`src/rtl/erx_protocol_pkg.sv`:
```
// erx_protocol_pkg
//   Shared elink packet field offsets and helpers for the RX protocol stage.
//   The field layout is fixed at 104 bits:
//     [0] access, [1] write, [3:2] datamode, [7:4] ctrlmode,
//     [39:8] dstaddr, [71:40] data, [103:72] srcaddr
package erx_protocol_pkg;

  localparam int E_ACCESS   = 0;
  localparam int E_WRITE    = 1;
  localparam int E_DATAMODE = 2;
  localparam int E_CTRLMODE = 4;
  localparam int E_DSTADDR  = 8;
  localparam int E_DATA     = 40;
  localparam int E_SRCADDR  = 72;

  localparam logic [1:0] DATAMODE_DOUBLE = 2'b11;

  // Burst beats are always 64-bit double writes, so the address advances by 8.
  localparam int BURST_STRIDE = 8;

  // A burst continuation is only meaningful after a header has been seen and
  // only for double-word writes.
  function automatic logic burst_legal(input logic hdr_valid,
                                       input logic write,
                                       input logic [1:0] datamode);
    return hdr_valid && write && (datamode == DATAMODE_DOUBLE);
  endfunction

endpackage

```
`src/rtl/erx_protocol_fifo_sync.sv`:
```
// fifo_sync
//   Single-clock FIFO with registered storage and first-word-fallthrough
//   read data. A push while full is accepted only if a pop happens in the
//   same cycle. Reset empties the FIFO; storage itself is not cleared.
// Ports:
//   clk, reset        clock, synchronous active-high reset
//   push, din         write request and data
//   pop               read request (ignored when empty)
//   dout              head entry (valid while empty is low)
//   full, empty       status flags
//   count             current occupancy (0..DEPTH)
module fifo_sync #(
  parameter int DW    = 104,
  parameter int DEPTH = 4,
  localparam int PTRW = $clog2(DEPTH),
  localparam int CW   = PTRW + 1
) (
  input  logic          clk,
  input  logic          reset,
  input  logic          push,
  input  logic          pop,
  input  logic [DW-1:0] din,
  output logic [DW-1:0] dout,
  output logic          full,
  output logic          empty,
  output logic [CW-1:0] count
);

  logic [DW-1:0]   mem [DEPTH];
  logic [PTRW-1:0] wr_ptr;
  logic [PTRW-1:0] rd_ptr;
  logic            do_pop;
  logic            do_push;

  assign empty   = (count == '0);
  assign full    = (count == CW'(DEPTH));
  assign do_pop  = pop && !empty;
  // Full is fine as long as a slot is freed in the same cycle.
  assign do_push = push && (!full || do_pop);
  assign dout    = mem[rd_ptr];

  // Pointers wrap naturally because DEPTH is a power of two.
  always_ff @(posedge clk) begin
    if (reset) begin
      wr_ptr <= '0;
      rd_ptr <= '0;
      count  <= '0;
    end else begin
      if (do_push) wr_ptr <= wr_ptr + 1'b1;
      if (do_pop)  rd_ptr <= rd_ptr + 1'b1;
      count <= count + CW'(do_push) - CW'(do_pop);
    end
  end

  always_ff @(posedge clk) begin
    if (do_push) mem[wr_ptr] <= din;
  end

endmodule

```
`src/rtl/erx_protocol.sv`:
```
// erx_protocol
//   Receive-side protocol stage behind the elink RX deserializer. Captures
//   incoming packets, rebuilds the destination address of burst beats,
//   buffers packets toward the erx core and drives pushback to the I/O stage.
// Ports:
//   rx_lclk_div4, reset        clock, synchronous active-high reset
//   rx_access, rx_burst        incoming packet valid / burst continuation
//   rx_packet                  incoming packet
//   rx_wr_wait, rx_rd_wait     registered pushback to the I/O stage
//   erx_access, erx_packet     outgoing packet (head of FIFO)
//   erx_wait                   downstream stall
//   burst_err, overflow        sticky error flags
//   pkt_count                  packets accepted into the FIFO (wrapping)
module erx_protocol
  import erx_protocol_pkg::*;
#(
  parameter int PW    = 104,
  parameter int DEPTH = 4,
  parameter int AW    = 32
) (
  input  logic          rx_lclk_div4,
  input  logic          reset,
  input  logic          rx_access,
  input  logic          rx_burst,
  input  logic [PW-1:0] rx_packet,
  output logic          rx_wr_wait,
  output logic          rx_rd_wait,
  output logic          erx_access,
  output logic [PW-1:0] erx_packet,
  input  logic          erx_wait,
  output logic          burst_err,
  output logic          overflow,
  output logic [15:0]   pkt_count
);

  localparam int CW = $clog2(DEPTH) + 1;

  logic          s1_valid;
  logic [PW-1:0] s1_packet;
  logic [AW-1:0] last_addr;
  logic          hdr_valid;

  logic [AW-1:0] in_addr;
  logic          burst_ok;
  logic [AW-1:0] next_addr;
  logic [PW-1:0] cap_packet;

  logic          fifo_full;
  logic          fifo_empty;
  logic [CW-1:0] fifo_count;
  logic [PW-1:0] fifo_dout;
  logic          pop;
  logic          accepted;
  logic          near_full;

  // Illegal bursts keep their received address so the core sees the raw value.
  always_comb begin
    in_addr    = rx_packet[E_DSTADDR +: AW];
    burst_ok   = burst_legal(hdr_valid, rx_packet[E_WRITE],
                             rx_packet[E_DATAMODE +: 2]);
    next_addr  = (rx_burst && burst_ok) ? last_addr + AW'(BURST_STRIDE) : in_addr;
    cap_packet = rx_packet;
    cap_packet[E_DSTADDR +: AW] = next_addr;
  end

  // S1 capture register plus burst address tracking.
  always_ff @(posedge rx_lclk_div4) begin
    if (reset) begin
      s1_valid  <= 1'b0;
      s1_packet <= '0;
      last_addr <= '0;
      hdr_valid <= 1'b0;
      burst_err <= 1'b0;
    end else begin
      s1_valid <= rx_access;
      if (rx_access) begin
        s1_packet <= cap_packet;
        last_addr <= next_addr;
        hdr_valid <= 1'b1;
        if (rx_burst && !burst_ok) burst_err <= 1'b1;
      end
    end
  end

  assign erx_access = !fifo_empty;
  assign pop        = erx_access && !erx_wait;
  assign accepted   = s1_valid && (!fifo_full || pop);
  // Two slots of margin cover the packets already in the I/O stage and S1.
  assign near_full  = (fifo_count >= CW'(DEPTH - 2));
  // Gate the head so stale storage never shows on the output after reset.
  assign erx_packet = erx_access ? fifo_dout : '0;

  fifo_sync #(
    .DW    (PW),
    .DEPTH (DEPTH)
  ) u_fifo (
    .clk   (rx_lclk_div4),
    .reset (reset),
    .push  (s1_valid),
    .pop   (pop),
    .din   (s1_packet),
    .dout  (fifo_dout),
    .full  (fifo_full),
    .empty (fifo_empty),
    .count (fifo_count)
  );

  // Counters, sticky overflow and registered pushback.
  always_ff @(posedge rx_lclk_div4) begin
    if (reset) begin
      pkt_count  <= '0;
      overflow   <= 1'b0;
      rx_wr_wait <= 1'b0;
      rx_rd_wait <= 1'b0;
    end else begin
      if (accepted) pkt_count <= pkt_count + 16'd1;
      if (s1_valid && !accepted) overflow <= 1'b1;
      rx_wr_wait <= near_full;
      rx_rd_wait <= near_full || erx_wait;
    end
  end

endmodule

```
`config.mk`:
```
export PLATFORM = sky130hd
export DESIGN_NAME = erx_protocol
export DESIGN_NICKNAME = d
export VERILOG_FILES = /design/src/rtl/erx_protocol_pkg.sv /design/src/rtl/erx_protocol_fifo_sync.sv /design/src/rtl/erx_protocol.sv
export SDC_FILE = /design/constraint.sdc
export NUM_CORES = 1
export LEC_CHECK = 0
export CORE_ASPECT_RATIO = 1.1
export CORE_MARGIN = 2
export CORE_UTILIZATION = 45
export DETAILED_ROUTE_END_ITERATION = 16
export HOLD_SLACK_MARGIN = 0.1
export PLACE_DENSITY = 0.77
export SETUP_SLACK_MARGIN = 0.2
export SLEW_MARGIN = 40
export SYNTH_ARGS = -nofsm -noshare
export SYNTH_HDL_FRONTEND = slang
export SYNTH_HIERARCHICAL = 1
export SYNTH_SLANG_ARGS = --single-unit
```
`constraint.sdc`:
```
create_clock -name rx_lclk_div4 -period 6 [get_ports rx_lclk_div4]
set_input_delay 1.2 -clock rx_lclk_div4 [delete_from_list [all_inputs] [get_ports rx_lclk_div4]]
set_output_delay 1.2 -clock rx_lclk_div4 [all_outputs]
set_load 0.005 [all_outputs]
```
== Word level (Yosys, flattened, before mapping) ==
Memory sizes are Yosys's and may differ from the RTL's. A register that Yosys moved wholly into a read port is not among the register bits.
Cells that the tools add are included.

* Bits in registers: 165
* Memory bits (writable): 416
* Bits of input ports: 109
* Output and inout port bits: 125
* Word-level logic and storage cells: 47
* Memories: 1

{| class="wikitable"
|+ Memory list
! memory !! depth !! width !! read ports !! clocked after memory_dff !! write ports !! RTL line !! RTL
|-
| u_fifo.mem || 4 || 104 || 1 || 1 || 1 || erx_protocol_fifo_sync.sv:29 || <nowiki>logic [DW-1:0] mem [DEPTH];</nowiki>
|}

* $add $sub $neg: 6
* $lt $le $gt $ge: 1
* Eq/ne operators: 2
* Mux-type cells: 6
* Reductions and logical operators: 19

{| class="wikitable"
|+ Operators by type and width
! cell !! count
|-
| $mux 104 || 1
|-
| $add 32x4->32 const B || 1
|-
| $mux 32 || 1
|-
| $add 16x1->16 const B || 1
|-
| $logic_and 1x1->1 || 9
|-
| $logic_not 1->1 || 5
|-
| $add 2x1->2 const B || 2
|-
| $mux 2 || 2
|-
| $add 3x1->3 || 1
|-
| $eq 3x3->1 const B || 1
|-
| $ge 3x2->1 const B || 1
|-
| $logic_not 3->1 || 1
|-
| $logic_or 1x1->1 || 3
|-
| $sub 3x1->3 || 1
|-
| $eq 2x2->1 const B || 1
|-
| $mux 1 || 2
|-
| $reduce_and 2->1 || 1
|}

== Depth between registers and ports, before layout ==
* Word-level depth: 8
* Depth in mapped cells: 12
* Depth with buffers taken out: 10

== Hierarchy ==
Netlist, hierarchy kept.

{| class="wikitable"
|+ By module, submodules not included
! module !! instances !! cells each !! area an instance (um^2) !! seq. area each (um^2)
|-
| fifo_sync || 1 || 591 || 15496.1 || 12672.2
|-
| erx_protocol || 1 || 707 || 5989.5 || 2522.4
|}

== Worst setup path before layout ==
OpenSTA, ideal clock, no wires.

* Path type: input-to-reg
* Start point: input erx_wait
* End point: memory u_fifo.mem[0][0], enable pin
* Library setup time: 0.475 ns
* Arrival time: 4.081 ns
* Data required time: 5.525 ns
* Path slack: 1.444 ns
* Stages on the path: 4
* Buffers on the path: 0
* Path through: nor2_1 -> inv_1 -> a21boi_2 -> and2_1

* Cells in the longest elaborated chain, start to end: 7

{| class="wikitable"
|+ RTL lines
! what !! RTL line !! RTL
|-
| from (decl) || erx_protocol.sv:30 || <nowiki>input logic erx_wait,</nowiki>
|-
| $logic_not 1->1 || erx_protocol.sv:86 || <nowiki>assign pop = erx_access && !erx_wait;</nowiki>
|-
| $logic_and 1x1->1 || erx_protocol.sv:86 ||
|-
| $logic_and 1x1->1 || erx_protocol_fifo_sync.sv:37 || <nowiki>assign do_pop = pop && !empty;</nowiki>
|-
| $logic_or 1x1->1 || erx_protocol_fifo_sync.sv:39 || <nowiki>assign do_push = push && (!full || do_pop);</nowiki>
|-
| $logic_and 1x1->1 || erx_protocol_fifo_sync.sv:39 ||
|-
| $mux 1 || erx_protocol_fifo_sync.sv:56 || <nowiki>if (do_push) mem[wr_ptr] <= din;</nowiki>
|-
| $mux 1 (implied by the code) || erx_protocol_fifo_sync.sv:56 ||
|-
| to (decl) || erx_protocol_fifo_sync.sv:29 ||
|}

Every way passes these cells.

==> impl_metrics.json <==
{
  "outcome": "complete, no violations",
  "grt_overflow_total": 0,
  "syn-num-nets": 1415,
  "critical_path_class": "flop to primary output",
  "cts_tree": "yes",
  "cts_setup_buffers": 0,
  "post_drt_wl_per_cell_um": 21.4,
  "syn_avg_cell_area_um2": 16.6,
  "yosysMostFrequentCell": "edfxtp_1",
  "io_pins": 234,
  "nets": 1650,
  "post_cts_resized": 0,
  "grt_usage": 0.194,
  "crit_arrival_ps": 3040,
  "synth-edff-count": 416,
  "post-place-ws_ps": 2130,
  "powerDensity_nw_per_um2": 363,
  "synth_mux_area_frac": 0.149,
  "yosys.area_share.simple": 0.0864,
  "synth_fa_ha_area_frac": 0.00501,
  "fp.dieW_um": 212,
  "area_delta_synth_final_pct": 22.7,
  "rsz0062_at_grt": "false",
  "start_kind": "flop",
  "clkSlewWorstSetupHoldPaths_ps": 60,
  "finalHoldViolations": 0,
  "ant_nets": 0,
  "die_area_um2": 49500,
  "clock_sinks": 551,
  "fin_setup_tns_ps": 0,
  "fin_crit_ps": 4240,
  "drv_cap": 0,
  "grt_pass1_vias": 12500,
  "dr.pass1.iters": 5,
  "clock_latency_ps": 590,
  "path_max_fanout": 27,
  "viasPerCell": 5.46,
  "synth_common_cells": "edfxtp_1, dfxtp_1, nor2_1, nor2b_1, mux4_2",
  "ys_types": 64,
  "timing.final.crit_share": 0.706,
  "drtIter0Drc": 983,
  "grt_antenna_before_repair": 1,
  "drc_errors": 0,
  "clk_path_buf_depth": 3,
  "leakage_uw": 0.00873,
  "ys_ff_latch": 551,
  "cts_hold_buffers": 0,
  "num_rows": 83,
  "cts_made_buffers": 55,
  "yosysTopAreaCell": "edfxtp_1",
  "initial_utilization": 0.458,
  "syn_area_um2": 21500,
  "grt_pass1_wl_um": 72200,
  "root_buffer": "clkbuf_16",
  "htreeDepth": 2,
  "slew_violations": 0,
  "finClkSkew_ps": 14.9,
  "slew_headroom": 0.422,
  "synth.area.top_cells": "edfxtp_1, dfxtp_1, mux4_2",
  "required_ps": 4800,
  "setup_viol": 0,
  "synth_top_family_by_area": "multiplexers",
  "portBuffers": 233,
  "yosysTopAreaCellShare": 0.581,
  "syn_inst": 1298,
  "num-fill-cells": 3655,
  "synth-compound-area-share": 0.0264,
  "synth_warnings": 6,
  "gp_congestion": 0.799,
  "num_vias": 12100,
  "power_uw": 9560,
  "routed_wl_um": 47500,
  "synth_seq_area_share": 0.707,
  "end_kind": "primary output",
  "vdd_drop_max_mv": 0.340,
  "grt_max_degree": 108,
  "synthFlopType": "edfxtp_1",
  "core_area_um2": 46900,
  "dieHeight_um": 233,
  "synthArstFlopShare": 0,
  "hold_path.class": "flop to flop",
  "synth_xor_area_frac": 0.00611,
  "worst_slack_ps": 1760,
  "max_freq_mhz": 236,
  "place_hpwl_um": 29300,
  "drive_gt1_frac": 0.146,
  "worst_pin_slew_ps": 867,
  "hold_ws_ps": 472
}
worst paths after layout:
check                                     start         endpoint  slack, ps  depth (start not counted)
worst max-delay path                       flop   erx_packet[28]       1760                          5
worst min-delay path                  burst_err        burst_err        470                          1
worst max register to register  u_fifo/count[1]  u_fifo/count[2]       2950                         11
worst min register to register        burst_err        burst_err        470                          1
routing by layer:
layer | wire length, µm | GRT usage | up-vias | share of wire
li1 | - | - | 5439 | -
met1 | 19200 | 0.246 | 6122 | 0.40
met2 | 23100 | 0.324 | 447 | 0.49
met3 | 3770 | 0.0510 | 89 | 0.079
met4 | 1450 | 0.0662 | 2 | 0.030
met5 | 13 | 0 | - | 0.00027
sequential cells by signal, indices dropped and copies added (netlist names), 2 cells and up, named ones only:
name,count
u_fifo/rd_ptr,2
u_fifo/wr_ptr,2
s1_packet,104
u_fifo/count,3
pkt_count,16
u_fifo/mem,416
layout by cell type, fill, tap and decap left out, types with 6 or more instances in the layout:
cell type and count:
a21oi_1 22, and3_1 7, buf_12 12, buf_4 8, clkbuf_1 15, clkbuf_16 56, clkdlybuf4s50_1 231, clkinv_1 7
dfxtp_1 133, edfxtp_1 416, ha_1 7, inv_1 14, mux2i_1 80, mux4_2 104, nand2_1 38, nand3_1 16
nand4_1 11, nor2_1 118, nor2b_1 107, nor3_1 21, nor4_1 6, o21ai_0 16, o22ai_1 7, or3_1 6
xnor2_1 6, xor2_1 9
power by group:
| group | leakage [µW] | internal, µW | switching, µW | total, µW |
|---|---|---|---|---|
| clock network | 0.000857 | 1950 | 1410 | 3360 |
| logic | 0.00290 | 991 | 807 | 1800 |
| registers | 0.00497 | 4280 | 125 | 4410 |
layout make-up:
class / count / area, µm² / share of cell area
Multi-Input combinational cell: 658 / 5880 / 0.223
Antenna cell: 1 / 2.50 / 0.0000950
Tap cell: 637 / 797 / 0.0302
Inverter: 14 / 52.6 / 0.00199
Clock buffer: 75 / 1510 / 0.0574
Sequential cell: 551 / 15200 / 0.577
Clock inverter: 28 / 275 / 0.0104
Timing Repair Buffer: 253 / 2640 / 0.100
critical path, stage by stage (launching register included):
cell	delay, ps
dfxtp_4	540
buf_12	290
buf_4	340
mux4_2	530
nor2b_1	180
clkdlybuf4s50_1	550
stage by stage:
step / instance area [µm²] / util / std cells
final: 26400 / 0.561 / 2217
after global routing: 26400 / 0.561 / 2216
after CTS: 26300 / 0.561 / 2215
after detailed placement: 24500 / 0.523 / 2112
after global placement: 24400 / 0.520 / 2106
after floorplan: 21500 / - / 1298
cells by family after synthesis:
logic type	count (synthesis)
AOI/OAI and AO/OA	86
muxes	188
buffers and inverters	89
xor gates and xnor gates	15
DFF	551
adders and majority gates	8
and+or+nand+nor	361
Note: power is estimated with default switching activity, not from simulation.
